$ cat src/rtl/multicycle_control_if.sv
// multicycle_control_if: instruction fields in, datapath control out, between datapath and controller
interface multicycle_control_if;
   logic [6:0] op_code;
   logic [2:0] funct3;
   logic [6:0] funct7;
   logic       Zero;
   logic       adr_src;
   logic       mem_write;
   logic       IR_write;
   logic       reg_write;
   logic       PC_write;
   logic [1:0] result_src;
   logic [1:0] alu_src_a;
   logic [1:0] alu_src_b;
   logic [1:0] imm_src;
   logic [2:0] alu_control;
   logic [3:0] state_out;
   logic       illegal_instr;
   logic       instr_done;
   modport master (
      output op_code, funct3, funct7, Zero,
      input  adr_src, mem_write, IR_write, reg_write, PC_write, result_src,
             alu_src_a, alu_src_b, imm_src, alu_control, state_out, illegal_instr, instr_done
   );
   modport slave (
      input  op_code, funct3, funct7, Zero,
      output adr_src, mem_write, IR_write, reg_write, PC_write, result_src,
             alu_src_a, alu_src_b, imm_src, alu_control, state_out, illegal_instr, instr_done
   );
endinterface

$ cat src/rtl/multicycle_control.sv
// multicycle_control: fetch/decode/execute control FSM for a multicycle RV32I core
module multicycle_control #(
   parameter bit SYNC_MEM = 1'b1
) (
   input logic clk,
   input logic reset,
   multicycle_control_if.slave bus
);
   typedef enum logic [3:0] {
      FETCH_REQ, FETCH, DECODE, MEMADR, MEMREAD, MEMREAD_WAIT, MEMWB, MEMWRITE,
      EXECUTER, EXECUTEI, ALUWB, BRANCH, JAL, JALR, TRAP
   } state_t;
   typedef struct packed {
      logic       adr_src;
      logic       mem_write;
      logic       IR_write;
      logic       reg_write;
      logic       PC_write;
      logic [1:0] result_src;
      logic [1:0] alu_src_a;
      logic [1:0] alu_src_b;
      logic [1:0] imm_src;
      logic [2:0] alu_control;
      logic       instr_done;
   } ctl_t;
   localparam state_t START = SYNC_MEM ? FETCH_REQ : FETCH;
   state_t     state_q, state_d;
   ctl_t       ctl_q, ctl_d, ctl_g;
   logic       illegal_q;
   logic [2:0] f3;
   logic       f7b;
   logic       is_load, is_store, is_r, is_i, is_br, is_jal, is_jalr;
   logic       bad_fn, taken;
   logic       unused_f7;
   assign f3        = bus.funct3;
   assign f7b       = bus.funct7[5];
   assign unused_f7 = ^{bus.funct7[6], bus.funct7[4:0]};
   assign is_load   = bus.op_code == 7'b0000011;
   assign is_store  = bus.op_code == 7'b0100011;
   assign is_r      = bus.op_code == 7'b0110011;
   assign is_i      = bus.op_code == 7'b0010011;
   assign is_br     = bus.op_code == 7'b1100011;
   assign is_jal    = bus.op_code == 7'b1101111;
   assign is_jalr   = bus.op_code == 7'b1100111 && f3 == 3'b000;
   // Encodings inside a legal opcode that this core does not implement (unsigned compares, arithmetic shifts)
   assign bad_fn = ((is_r || is_i) && (f3 == 3'b011 || (f3 == 3'b101 && f7b))) ||
                   (is_r && f7b && f3 != 3'b000 && f3 != 3'b101) ||
                   (is_br && (f3 == 3'b010 || f3 == 3'b011 || f3[2:1] == 2'b11));
   // blt/bge use slt, so a nonzero result means "less than"; eq/ne use sub
   assign taken = bus.Zero ^ (f3[0] ^ f3[2]);
   function automatic logic [2:0] exec_alu(input logic [2:0] f, input logic sub);
      return f == 3'b000 ? (sub ? 3'b001 : 3'b000) :
             f == 3'b001 ? 3'b110 :
             f == 3'b010 ? 3'b101 :
             f == 3'b100 ? 3'b100 :
             f == 3'b101 ? 3'b111 :
             f == 3'b110 ? 3'b011 :
             f == 3'b111 ? 3'b010 : 3'b000;
   endfunction
   function automatic ctl_t decode(input state_t s);
      ctl_t c;
      c = '0;
      case (s)
         FETCH: begin
            c.IR_write   = 1'b1;
            c.alu_src_b  = 2'b10;
            c.result_src = 2'b10;
            c.PC_write   = 1'b1;
         end
         DECODE: begin
            c.alu_src_a = 2'b01;
            c.alu_src_b = 2'b01;
            c.imm_src   = 2'b10;
         end
         MEMADR: begin
            c.alu_src_a = 2'b10;
            c.alu_src_b = 2'b01;
            c.imm_src   = is_store ? 2'b01 : 2'b00;
         end
         MEMREAD, MEMREAD_WAIT: c.adr_src = 1'b1;
         MEMWB: begin
            c.result_src = 2'b01;
            c.reg_write  = 1'b1;
            c.instr_done = 1'b1;
         end
         MEMWRITE: begin
            c.adr_src    = 1'b1;
            c.mem_write  = 1'b1;
            c.instr_done = 1'b1;
         end
         EXECUTER: begin
            c.alu_src_a   = 2'b10;
            c.alu_control = exec_alu(f3, f7b);
         end
         EXECUTEI: begin
            c.alu_src_a   = 2'b10;
            c.alu_src_b   = 2'b01;
            c.alu_control = exec_alu(f3, 1'b0);
         end
         ALUWB: begin
            c.reg_write  = 1'b1;
            c.instr_done = 1'b1;
         end
         BRANCH: begin
            c.alu_src_a   = 2'b10;
            c.imm_src     = 2'b10;
            c.alu_control = f3[2] ? 3'b101 : 3'b001;
            c.instr_done  = 1'b1;
         end
         JAL: begin
            c.alu_src_a = 2'b01;
            c.alu_src_b = 2'b10;
            c.PC_write  = 1'b1;
            c.imm_src   = 2'b11;
         end
         JALR: begin
            c.alu_src_a = 2'b10;
            c.alu_src_b = 2'b01;
         end
         default: c = '0;
      endcase
      return c;
   endfunction
   // Next state: one walk per instruction, TRAP parks until reset
   always_comb begin
      state_d = state_q;
      case (state_q)
         FETCH_REQ:    state_d = FETCH;
         FETCH:        state_d = DECODE;
         DECODE:       state_d = bad_fn ? TRAP :
                                 (is_load || is_store) ? MEMADR :
                                 is_r ? EXECUTER :
                                 is_i ? EXECUTEI :
                                 is_br ? BRANCH :
                                 is_jal ? JAL :
                                 is_jalr ? JALR : TRAP;
         MEMADR:       state_d = is_store ? MEMWRITE : MEMREAD;
         MEMREAD:      state_d = SYNC_MEM ? MEMREAD_WAIT : MEMWB;
         MEMREAD_WAIT: state_d = MEMWB;
         EXECUTER, EXECUTEI, JAL: state_d = ALUWB;
         JALR:         state_d = JAL;
         TRAP:         state_d = TRAP;
         default:      state_d = START;
      endcase
   end
   assign ctl_d = decode(state_d);
   // State, Moore outputs for the coming state, and the sticky trap flag
   always_ff @(posedge clk) begin
      if (!reset) begin
         state_q   <= START;
         ctl_q     <= decode(START);
         illegal_q <= 1'b0;
      end else begin
         state_q   <= state_d;
         ctl_q     <= ctl_d;
         illegal_q <= state_d == TRAP;
      end
   end
   assign ctl_g             = reset ? ctl_q : '0;
   assign bus.adr_src       = ctl_g.adr_src;
   assign bus.mem_write     = ctl_g.mem_write;
   assign bus.IR_write      = ctl_g.IR_write;
   assign bus.reg_write     = ctl_g.reg_write;
   assign bus.PC_write      = ctl_g.PC_write || (reset && state_q == BRANCH && taken);
   assign bus.result_src    = ctl_g.result_src;
   assign bus.alu_src_a     = ctl_g.alu_src_a;
   assign bus.alu_src_b     = ctl_g.alu_src_b;
   assign bus.imm_src       = ctl_g.imm_src;
   assign bus.alu_control   = ctl_g.alu_control;
   assign bus.instr_done    = ctl_g.instr_done;
   assign bus.state_out     = state_q;
   assign bus.illegal_instr = illegal_q;
endmodule

$ cat src/flat_wrapper.sv
// flat-port wrapper written by rule: the top's interface ports become plain ports
module multicycle_control_flat 
#(
   parameter bit SYNC_MEM = 1'b1
)
  (clk, reset, bus_op_code, bus_funct3, bus_funct7, bus_Zero, bus_adr_src, bus_mem_write, bus_IR_write, bus_reg_write, bus_PC_write, bus_result_src, bus_alu_src_a, bus_alu_src_b, bus_imm_src, bus_alu_control, bus_state_out, bus_illegal_instr, bus_instr_done);
  multicycle_control_if bus_i ();
  input logic clk;
  input logic reset;
  input wire logic [$bits(bus_i.op_code)-1:0] bus_op_code;
  input wire logic [$bits(bus_i.funct3)-1:0] bus_funct3;
  input wire logic [$bits(bus_i.funct7)-1:0] bus_funct7;
  input wire logic [$bits(bus_i.Zero)-1:0] bus_Zero;
  output wire logic [$bits(bus_i.adr_src)-1:0] bus_adr_src;
  output wire logic [$bits(bus_i.mem_write)-1:0] bus_mem_write;
  output wire logic [$bits(bus_i.IR_write)-1:0] bus_IR_write;
  output wire logic [$bits(bus_i.reg_write)-1:0] bus_reg_write;
  output wire logic [$bits(bus_i.PC_write)-1:0] bus_PC_write;
  output wire logic [$bits(bus_i.result_src)-1:0] bus_result_src;
  output wire logic [$bits(bus_i.alu_src_a)-1:0] bus_alu_src_a;
  output wire logic [$bits(bus_i.alu_src_b)-1:0] bus_alu_src_b;
  output wire logic [$bits(bus_i.imm_src)-1:0] bus_imm_src;
  output wire logic [$bits(bus_i.alu_control)-1:0] bus_alu_control;
  output wire logic [$bits(bus_i.state_out)-1:0] bus_state_out;
  output wire logic [$bits(bus_i.illegal_instr)-1:0] bus_illegal_instr;
  output wire logic [$bits(bus_i.instr_done)-1:0] bus_instr_done;
  assign bus_i.op_code = bus_op_code;
  assign bus_i.funct3 = bus_funct3;
  assign bus_i.funct7 = bus_funct7;
  assign bus_i.Zero = bus_Zero;
  assign bus_adr_src = bus_i.adr_src;
  assign bus_mem_write = bus_i.mem_write;
  assign bus_IR_write = bus_i.IR_write;
  assign bus_reg_write = bus_i.reg_write;
  assign bus_PC_write = bus_i.PC_write;
  assign bus_result_src = bus_i.result_src;
  assign bus_alu_src_a = bus_i.alu_src_a;
  assign bus_alu_src_b = bus_i.alu_src_b;
  assign bus_imm_src = bus_i.imm_src;
  assign bus_alu_control = bus_i.alu_control;
  assign bus_state_out = bus_i.state_out;
  assign bus_illegal_instr = bus_i.illegal_instr;
  assign bus_instr_done = bus_i.instr_done;
  multicycle_control #(.SYNC_MEM(SYNC_MEM)) u_core (.clk(clk), .reset(reset), .bus(bus_i));
endmodule
$ cat config.mk
export PLATFORM = sky130hd
export DESIGN_NAME = multicycle_control_flat
export DESIGN_NICKNAME = d
export VERILOG_FILES = /design/src/rtl/multicycle_control_if.sv /design/src/rtl/multicycle_control.sv /design/src/flat_wrapper.sv
export SDC_FILE = /design/constraint.sdc
export NUM_CORES = 1
export LEC_CHECK = 0
export ABC_CLOCK_PERIOD_IN_PS = 2800
export BUFFER_PORTS_ARGS = -buffer_cell sky130_fd_sc_hd__clkbuf_2
export CAP_MARGIN = 20
export CORE_MARGIN = 5
export CORE_UTILIZATION = 50
export CTS_BUF_LIST = sky130_fd_sc_hd__clkbuf_8
export DETAILED_ROUTE_END_ITERATION = 8
export GPL_TIMING_DRIVEN = 1
export PLACE_DENSITY = 0.82
export SYNTH_ARGS = -nofsm -noshare
export SYNTH_HDL_FRONTEND = slang
export SYNTH_SLANG_ARGS = --single-unit
$ cat constraint.sdc
create_clock -name clk -period 2.8 [get_ports clk]
set_clock_uncertainty 0.15 [all_clocks]
set_input_delay 0.56 -clock clk [delete_from_list [all_inputs] [get_ports clk]]
set_output_delay 0.56 -clock clk [all_outputs]
set_load 0.02 [all_outputs]
==> impl_results.html, run 1 <==
<table>
<tr><th>Metric</th><th>Value</th></tr>
<tr><th colspan="2">Global route</th></tr>
<tr><td>Largest net degree at the start of global routing</td><td>31</td></tr>
<tr><td>Initial antenna violation count</td><td>0</td></tr>
<tr><td>Vias in the first global route</td><td>1,045</td></tr>
<tr><td>Wire length of the first global-routing pass</td><td>4.526 mm</td></tr>
<tr><td>Total routing resource utilization after global routing</td><td>16.26%</td></tr>
<tr><td>GR Overflow Total</td><td>0</td></tr>
<tr><th colspan="2">Floorplan</th></tr>
<tr><td>Height of the die</td><td>60.42 microns</td></tr>
<tr><td>CORE AREA</td><td>2455 sq um</td></tr>
<tr><td>Top-level port count</td><td>42</td></tr>
<tr><td>Placement Rows</td><td>18</td></tr>
<tr><td>Area of the die</td><td>3651 sq um</td></tr>
<tr><td>Starting Density</td><td>51.78%</td></tr>
<tr><td>Horizontal die dimension</td><td>60.42 microns</td></tr>
<tr><th colspan="2">Setup path</th></tr>
<tr><td>Max incr delay on CP</td><td>520 ps</td></tr>
<tr><td>Kind of cell with the highest combined delay on the critical path</td><td>simple AND/OR/NAND/NOR gates</td></tr>
<tr><td>Cell with the largest stage delay on the worst path</td><td>dfxtp_1</td></tr>
<tr><td>Register-to-register path setup slack</td><td>360 ps</td></tr>
<tr><td>Largest fanout on the critical path</td><td>12</td></tr>
<tr><td>Crit path cell chain</td><td>or3b_1 &gt; nor2_1 &gt; o221ai_1 &gt; o2bb2ai_1 &gt; buf_4 &gt; or2_2 &gt; o21ai_1 &gt; a22o_1</td></tr>
<tr><td>Category of the worst setup path launch point</td><td>flop</td></tr>
<tr><td>Worst Path Class, Setup</td><td>flop to flop</td></tr>
<tr><td>CP endpoint kind</td><td>flop</td></tr>
<tr><td>Arrival @ worst endpoint</td><td>2440 ps</td></tr>
<tr><td>Worst flop-to-flop path endpoint</td><td>u_core.ctl_q[5]</td></tr>
<tr><td>Total buffers and inverters traversed by the critical path</td><td>1</td></tr>
<tr><td>Worst Reg2Reg Path Length in Cells</td><td>8</td></tr>
<tr><td>Reg2Reg Launch Point</td><td>u_core.bus.state_out[1]</td></tr>
<tr><td>Critical path required time</td><td>2790 ps</td></tr>
<tr><th colspan="2">Synth</th></tr>
<tr><td>Portion of synthesized cell area occupied by the leading cell type</td><td>33.07%</td></tr>
<tr><td>Netlist Area Pre-Place</td><td>1271 sq um</td></tr>
<tr><td>Most used standard cells in the synthesized netlist</td><td>and2_1 (23), dfxtp_1 (21), nor2_1 (10)</td></tr>
<tr><td>Cell type contributing the most total cell area after synthesis</td><td>dfxtp_1</td></tr>
<tr><td>Cell count after synthesis</td><td>154</td></tr>
<tr><td>Count of unique library cells instantiated by Yosys</td><td>50</td></tr>
<tr><td>Most common cell in the netlist</td><td>and2_1</td></tr>
<tr><td>Count of state elements after synthesis</td><td>21</td></tr>
<tr><td>Leading cell types by total area after synthesis</td><td>dfxtp_1 (33%), and2_1 (11%), nor2b_1 (4.4%), a21oi_1 (3.5%), nor2_1 (3.0%)</td></tr>
<tr><td>Share of synthesized area occupied by flip-flops and latches</td><td>33.07%</td></tr>
<tr><td>Syn Nets</td><td>174</td></tr>
<tr><td>Post-Synthesis Mean Instance Area</td><td>8.255 sq um</td></tr>
<tr><td>Dominant register cell in the synthesized netlist</td><td>dfxtp_1</td></tr>
<tr><td>Share of async-settable or async-resettable flops after synthesis</td><td>0%</td></tr>
<tr><td>Number of flops mapped to enable cells by yosys</td><td>0</td></tr>
<tr><td>Yosys Warn Count</td><td>0</td></tr>
<tr><th colspan="2">Power</th></tr>
<tr><td>Design Power</td><td>1.437 mW</td></tr>
<tr><td>Peak supply drop</td><td>0.5606 mV</td></tr>
<tr><td>Static power due to leakage</td><td>0.6577 nW</td></tr>
<tr><td>Total power density per cell area</td><td>965.8 nW/um^2</td></tr>
<tr><th colspan="2">Route</th></tr>
<tr><td>DRT Pass-1 Iters</td><td>4</td></tr>
<tr><td>DRC errors left</td><td>0</td></tr>
<tr><td>Total vias in the final route</td><td>1,141</td></tr>
<tr><td>Via-to-Cell Ratio</td><td>5.307</td></tr>
<tr><td>Number of nets with antenna violations after detailed routing</td><td>0</td></tr>
<tr><td>Routed wire length</td><td>2.663 mm</td></tr>
<tr><td>Average routed wire per standard cell</td><td>12.39 microns</td></tr>
<tr><td>Violation count after the first detailed-route iteration</td><td>30</td></tr>
<tr><th colspan="2">Final layout</th></tr>
<tr><td>Sequential cell area</td><td>420.4 sq um</td></tr>
<tr><td>Share of post-route cells with drive strength above 1</td><td>27.03%</td></tr>
<tr><td>Number of antenna repair diodes</td><td>0</td></tr>
<tr><td>Synth-to-layout area growth</td><td>17.03%</td></tr>
<tr><td>Area of the multi-input gates</td><td>779.5 sq um</td></tr>
<tr><td>Count of nets after finishing</td><td>206</td></tr>
<tr><td>Number of fill cells</td><td>240</td></tr>
<tr><th colspan="2">Clocking</th></tr>
<tr><td>Cell at the root of the clock tree</td><td>clkbuf_8</td></tr>
<tr><td>Clock latency at the later pin of the worst-skew pair</td><td>250 ps</td></tr>
<tr><td>Clock tree from TritonCTS</td><td>built</td></tr>
<tr><td># clock sinks</td><td>21</td></tr>
<tr><td>PostCTS Resize Cnt</td><td>0</td></tr>
<tr><td>Clock-pin slew of the registers on the worst-case setup and hold paths</td><td>70 ps</td></tr>
<tr><td>Max Buffers Root-to-Sink</td><td>2</td></tr>
<tr><td>TritonCTS Buffers</td><td>3</td></tr>
<tr><td>Number of buffers added to fix hold violations after cts</td><td>0</td></tr>
<tr><td># H-tree levels</td><td>1</td></tr>
<tr><td>Post-CTS setup buffer count</td><td>0</td></tr>
<tr><th colspan="2">Timing</th></tr>
<tr><td>Setup violations, final</td><td>0</td></tr>
<tr><td>Worst-margin pin slew</td><td>414.9 ps</td></tr>
<tr><td>Ratio of final minimum period to clock period</td><td>87.31%</td></tr>
<tr><td>Maximum clock frequency</td><td>409.0 MHz</td></tr>
<tr><td>Hold Worst Slack</td><td>494.7 ps</td></tr>
<tr><td>Minimum period implied by the final worst setup slack</td><td>2445 ps</td></tr>
<tr><td>RSZ-0062 raised after global routing</td><td>no</td></tr>
<tr><td>Final hold violation count</td><td>0</td></tr>
<tr><td>Relative slew slack</td><td>72.34%</td></tr>
<tr><td>Final total negative setup slack</td><td>0 ps</td></tr>
<tr><td>Final-report max-slew violation count</td><td>0</td></tr>
<tr><th colspan="2">Placement</th></tr>
<tr><td>Routability Congestion</td><td>0.9331</td></tr>
<tr><td>Estimated wirelength of the detail-placed design</td><td>2.075 mm</td></tr>
<tr><td>Buffers on Ports</td><td>35</td></tr>
<tr><th colspan="2">Min path</th></tr>
<tr><td>Hold Path Depth</td><td>3</td></tr>
<tr><td>Worst min-delay path endpoint</td><td>u_core.ctl_q[3]</td></tr>
<tr><td>Min-delay src</td><td>bus_funct3[2]</td></tr>
<tr><td>Type of the worst min-delay path</td><td>input pin to flop</td></tr>
<tr><th colspan="2">Status</th></tr>
<tr><td>Status</td><td>complete, no violations</td></tr>
<tr><th colspan="2">Job</th></tr>
<tr><td>Max-Cap Viols</td><td>0</td></tr>
</table>
## report_power, final
part	internal (mW)	leakage [nW]	switching (mW)
combinational	0.347	0.460	0.462
sequential	0.379	0.171	0.0683
clock	0.0971	0.0269	0.0832
## layout make-up
type                    count  share of cell area, %
inverters                   4                  1.009
well taps                  30                  2.523
clock inverters             1                 0.2523
repair buffers             37                  12.78
multi-input cells         119                  52.40
flip-flops and latches     21                  28.26
clock buffers               3                  2.775
## worst max path at each step
stage	start	end	slack, ps	cells after the start
detailed placement	bus_funct3[1]	u_core.ctl_q[8]	100	8
finish	u_core.bus.state_out[1]	u_core.ctl_q[5]	360	8
CTS	bus_funct3[1]	u_core.ctl_q[8]	360	8
global placement	bus_funct3[1]	u_core.ctl_q[4]	160	8
floorplan	bus_funct3[2]	u_core.ctl_q[4]	400	8
global route	u_core.bus.state_out[1]	u_core.ctl_q[5]	170	8
## layout by cell type, fill, tap and decap left out, types with 2 or more instances in the layout
cell / n
a21o_1: 3
a21oi_1: 9
a22o_1: 2
and2_1: 23
and3_1: 2
buf_4: 2
clkbuf_2: 35
clkbuf_8: 3
dfxtp_1: 21
inv_1: 5
mux2i_1: 2
nand2_1: 8
nand2b_1: 3
nand3_1: 2
nand3b_1: 2
nor2_1: 10
nor2b_1: 9
nor3_1: 5
nor3b_1: 3
o21a_1: 2
o21ai_0: 5
xnor2_1: 3
## kinds of logic (layout without fill, tap and decap cells)
| kind of cell | count (synthesis) | in the layout | share of synthesized area (%) |
|---|---|---|---|
| AND/OR/NAND/NOR | 79 | 79 | 38.58 |
| AO/OA/AOI/OAI | 35 | 35 | 19.10 |
| flip-flops | 21 | 21 | 33.07 |
| buffers and inverters | 14 | 45 | 5.609 |
| XOR/XNOR | 3 | 3 | 2.067 |
| multiplexers | 2 | 2 | 1.575 |
## registers in the layout, indices dropped and copies added (netlist names)
name,count
u_core.ctl_q,16
u_core.bus.state_out,4
u_core.bus.illegal_instr,1
## worst min-delay path, cell delays in order
cell,delay [ps]
clkbuf_2,140
nand3_1,90
a21oi_1,60
## routing by layer
metal	wire [microns]	up-vias	track usage [%]
li1	-	596	-
met1	1134	509	19.35
met2	1329	34	29.01
met3	158	2	1.489
met4	41	0	8.359
met5	0	-	0
## per-stage QoR
stage               worst slack (ps)  instance area [sq um]  std cells  util, %
finish                         355.3                   1488        215    60.60
global route                   170.7                   1488        215    60.60
CTS                            363.0                   1488        215    60.60
detailed placement             104.5                   1443        211    58.77
global placement               156.6                   1443        211    58.77
floorplan                      397.4                   1271        154        -
(Power assumes the default switching activity.)
==> inputs of run 2 (changes only) <==
Settings changed: CTS_BUF_LIST sky130_fd_sc_hd__clkbuf_8 to sky130_fd_sc_hd__clkbuf_4 sky130_fd_sc_hd__clkbuf_8.
==> run 2 against run 1 <==
  * Via count grew 0.35%
  * Clock power fell by 16%
  * Critical path type unchanged
  * Register-to-register slack barely moved
  * Utilization decreased by 0.61 points
  * Sequential cell count unchanged
  * Power shrank 2.0%
  * Highest routed layer unchanged
  * Critical endpoint unchanged
  * Final area down 1.0%
  * Die area stayed put
  * Largest cell class unchanged
==> impl_results.html, run 2 (same netlist as run 1, synthesis figures left out) <==
<table>
<tr><th>Metric</th><th>Value</th></tr>
<tr><th colspan="2">Min path</th></tr>
<tr><td>Min-delay src</td><td>bus_funct3[2]</td></tr>
<tr><td>Type of the worst min-delay path</td><td>input pin to flop</td></tr>
<tr><th colspan="2">Floorplan</th></tr>
<tr><td>Placement Rows</td><td>18 (unchanged)</td></tr>
<tr><td>Horizontal die dimension</td><td>60.42 microns (unchanged)</td></tr>
<tr><td>Area of the die</td><td>3651 sq um (unchanged)</td></tr>
<tr><td>Starting Density</td><td>51.78% (unchanged)</td></tr>
<tr><td>Height of the die</td><td>60.42 microns (unchanged)</td></tr>
<tr><td>CORE AREA</td><td>2455 sq um (unchanged)</td></tr>
<tr><td>Top-level port count</td><td>42 (unchanged)</td></tr>
<tr><th colspan="2">Final layout</th></tr>
<tr><td>Most common library cell in the layout ignoring fill and taps</td><td>clkbuf_2</td></tr>
<tr><td>Share of post-route cells with drive strength above 1</td><td>27.57% (+0.54 points)</td></tr>
<tr><td>Largest register by flop count</td><td>u_core.ctl_q</td></tr>
<tr><td>Final core utilization</td><td>59.99% (-0.61 points)</td></tr>
<tr><td>Count of nets after finishing</td><td>206 (unchanged)</td></tr>
<tr><td>Flip-flop count of the largest register, all copies and words added</td><td>16 (unchanged)</td></tr>
<tr><td>Leading cell types in the layout, fill and taps excluded</td><td>clkbuf_2 (35), and2_1 (23), dfxtp_1 (21)</td></tr>
<tr><td>Synth-to-layout area growth</td><td>15.85%</td></tr>
<tr><td>Number of fill cells</td><td>243 (+1.3%)</td></tr>
<tr><td>Number of antenna repair diodes</td><td>0 (unchanged)</td></tr>
<tr><th colspan="2">Clocking</th></tr>
<tr><td>Post-CTS setup buffer count</td><td>0 (unchanged)</td></tr>
<tr><td>Cell at the root of the clock tree</td><td>clkbuf_4</td></tr>
<tr><td>TritonCTS Buffers</td><td>3 (unchanged)</td></tr>
<tr><td>Clock latency at the later pin of the worst-skew pair</td><td>310 ps (+60 ps)</td></tr>
<tr><td>PostCTS Resize Cnt</td><td>0 (unchanged)</td></tr>
<tr><td># H-tree levels</td><td>1 (unchanged)</td></tr>
<tr><td>Number of buffers added to fix hold violations after cts</td><td>0 (unchanged)</td></tr>
<tr><td>Clock-pin slew of the registers on the worst-case setup and hold paths</td><td>100 ps (+30 ps)</td></tr>
<tr><td>Clock tree from TritonCTS</td><td>built</td></tr>
<tr><td># clock sinks</td><td>21 (unchanged)</td></tr>
<tr><td>Max Buffers Root-to-Sink</td><td>2 (unchanged)</td></tr>
<tr><th colspan="2">Placement</th></tr>
<tr><td>Routability Congestion</td><td>0.9331 (unchanged)</td></tr>
<tr><td>Estimated wirelength of the detail-placed design</td><td>2.075 mm (unchanged)</td></tr>
<tr><td>DP Worst Slack</td><td>104.5 ps (unchanged)</td></tr>
<tr><td>Buffers on Ports</td><td>35 (unchanged)</td></tr>
<tr><th colspan="2">Power</th></tr>
<tr><td>Total power density per cell area</td><td>956.2 nW/um^2 (-0.99%)</td></tr>
<tr><td>Peak supply drop</td><td>0.5619 mV (+0.23%)</td></tr>
<tr><td>Static power due to leakage</td><td>0.6492 nW (-1.3%)</td></tr>
<tr><td>Design Power</td><td>1.408 mW (-2.0%)</td></tr>
<tr><th colspan="2">Setup path</th></tr>
<tr><td>Launching instance or port of the critical path</td><td>u_core.bus.state_out[1]</td></tr>
<tr><td>Worst Reg2Reg Path Length in Cells</td><td>8 (unchanged)</td></tr>
<tr><td>Worst flop-to-flop path endpoint</td><td>u_core.ctl_q[5]</td></tr>
<tr><td>Worst Path Class, Setup</td><td>flop to flop</td></tr>
<tr><td>Category of the worst setup path launch point</td><td>flop</td></tr>
<tr><td>Reg2Reg Launch Point</td><td>u_core.bus.state_out[1]</td></tr>
<tr><td>CP endpoint kind</td><td>flop</td></tr>
<tr><td>Largest fanout on the critical path</td><td>12 (unchanged)</td></tr>
<tr><td>Arrival @ worst endpoint</td><td>2520 ps (+80 ps)</td></tr>
<tr><td>Timing endpoint of the critical path</td><td>u_core.ctl_q[5]</td></tr>
<tr><td>Register-to-register path setup slack</td><td>340 ps (about the same)</td></tr>
<tr><td>Critical path required time</td><td>2860 ps (+70 ps)</td></tr>
<tr><th colspan="2">Timing</th></tr>
<tr><td>Relative slew slack</td><td>73.20% (+0.87 points)</td></tr>
<tr><td>Final-report max-slew violation count</td><td>0 (unchanged)</td></tr>
<tr><td>Minimum period implied by the final worst setup slack</td><td>2455 ps (+10.35 ps)</td></tr>
<tr><td>Setup violations, final</td><td>0 (unchanged)</td></tr>
<tr><td>Crit path setup slack, layout</td><td>344.9 ps (-10.35 ps)</td></tr>
<tr><td>Final total negative setup slack</td><td>0 ps (unchanged)</td></tr>
<tr><td>Ratio of final minimum period to clock period</td><td>87.68% (+0.37 points)</td></tr>
<tr><td>Hold Worst Slack</td><td>427.8 ps (-66.90 ps)</td></tr>
<tr><td>Final hold violation count</td><td>0 (unchanged)</td></tr>
<tr><td>RSZ-0062 raised after global routing</td><td>no</td></tr>
<tr><td>Maximum clock frequency</td><td>407.3 MHz (-0.42%)</td></tr>
<tr><td>Worst-margin pin slew</td><td>398.9 ps (-16.07 ps)</td></tr>
<tr><th colspan="2">Global route</th></tr>
<tr><td>Initial antenna violation count</td><td>0 (unchanged)</td></tr>
<tr><td>Total routing resource utilization after global routing</td><td>16.83% (+0.57 points)</td></tr>
<tr><td>Largest net degree at the start of global routing</td><td>31 (unchanged)</td></tr>
<tr><td>Vias in the first global route</td><td>1,059 (+1.3%)</td></tr>
<tr><td>Wire length of the first global-routing pass</td><td>4.574 mm (+1.1%)</td></tr>
<tr><td>GR Overflow Total</td><td>0 (unchanged)</td></tr>
<tr><th colspan="2">Route</th></tr>
<tr><td>DRT Pass-1 Iters</td><td>4 (unchanged)</td></tr>
<tr><td>DRC errors left</td><td>0 (unchanged)</td></tr>
<tr><td>Routed wire length</td><td>2.711 mm (+1.8%)</td></tr>
<tr><td>Number of nets with antenna violations after detailed routing</td><td>0 (unchanged)</td></tr>
<tr><td>Total vias in the final route</td><td>1,145 (+0.35%)</td></tr>
<tr><td>Average routed wire per standard cell</td><td>12.61 microns (+1.8%)</td></tr>
<tr><td>Via-to-Cell Ratio</td><td>5.326 (+0.35%)</td></tr>
<tr><td>Violation count after the first detailed-route iteration</td><td>32 (+6.7%)</td></tr>
<tr><th colspan="2">Job</th></tr>
<tr><td>Max-Cap Viols</td><td>0 (unchanged)</td></tr>
<tr><th colspan="2">Status</th></tr>
<tr><td>Status</td><td>complete, no violations</td></tr>
</table>
run 2: worst max-delay path, cell delays in order, from the launching register on:
cell and delay, ps:
dfxtp_1 530, or3b_1 450, nor2_1 220, o221ai_1 220
o2bb2ai_1 180, buf_4 200, or2_2 150, o21ai_1 60
a22o_1 190
run 2: final cells by class:
class                      instances  area, sq um  area share (%)
clock buffer                       4        30.03           2.039
inverter                           4        15.01           1.020
multi-input combinational        119        779.5           52.93
sequential                        21        420.4           28.55
tap                               30        37.54           2.549
timing repair buffer              37        190.2           12.91
run 2: report_power, final:
group	switching (mW)	internal, mW	total [mW]
clock	0.0865	0.0655	0.152
combinational	0.462	0.347	0.809
sequential	0.0683	0.379	0.447
total	0.617	0.791	1.41
run 2: per-stage QoR:
step,instances,cell area [sq um]
final,215,1473
after global routing,215,1473
after CTS,215,1473
after detailed placement,211,1443
after global placement,211,1443
after floorplan,154,1271
run 2: worst min-delay path by stage:
stage,end,slack (ps),cells past startpoint
after global routing,u_core.ctl_q[3],440,3
final,u_core.ctl_q[3],430,3
after CTS,u_core.ctl_q[3],420,3
after floorplan,u_core.bus.state_out[0],550,1
after detailed placement,u_core.ctl_q[16],620,4
after global placement,u_core.ctl_q[15],600,4
run 2: routing by layer:
| layer | GRT usage, % | routed length (microns) | part of all wire (%) |
|---|---|---|---|
| met1 | 19.35 | 1120 | 41 |
| met2 | 29.17 | 1359 | 50 |
| met3 | 1.489 | 157 | 5.8 |
| met4 | 12.07 | 74 | 2.7 |
| met5 | 0 | 0 | 0 |
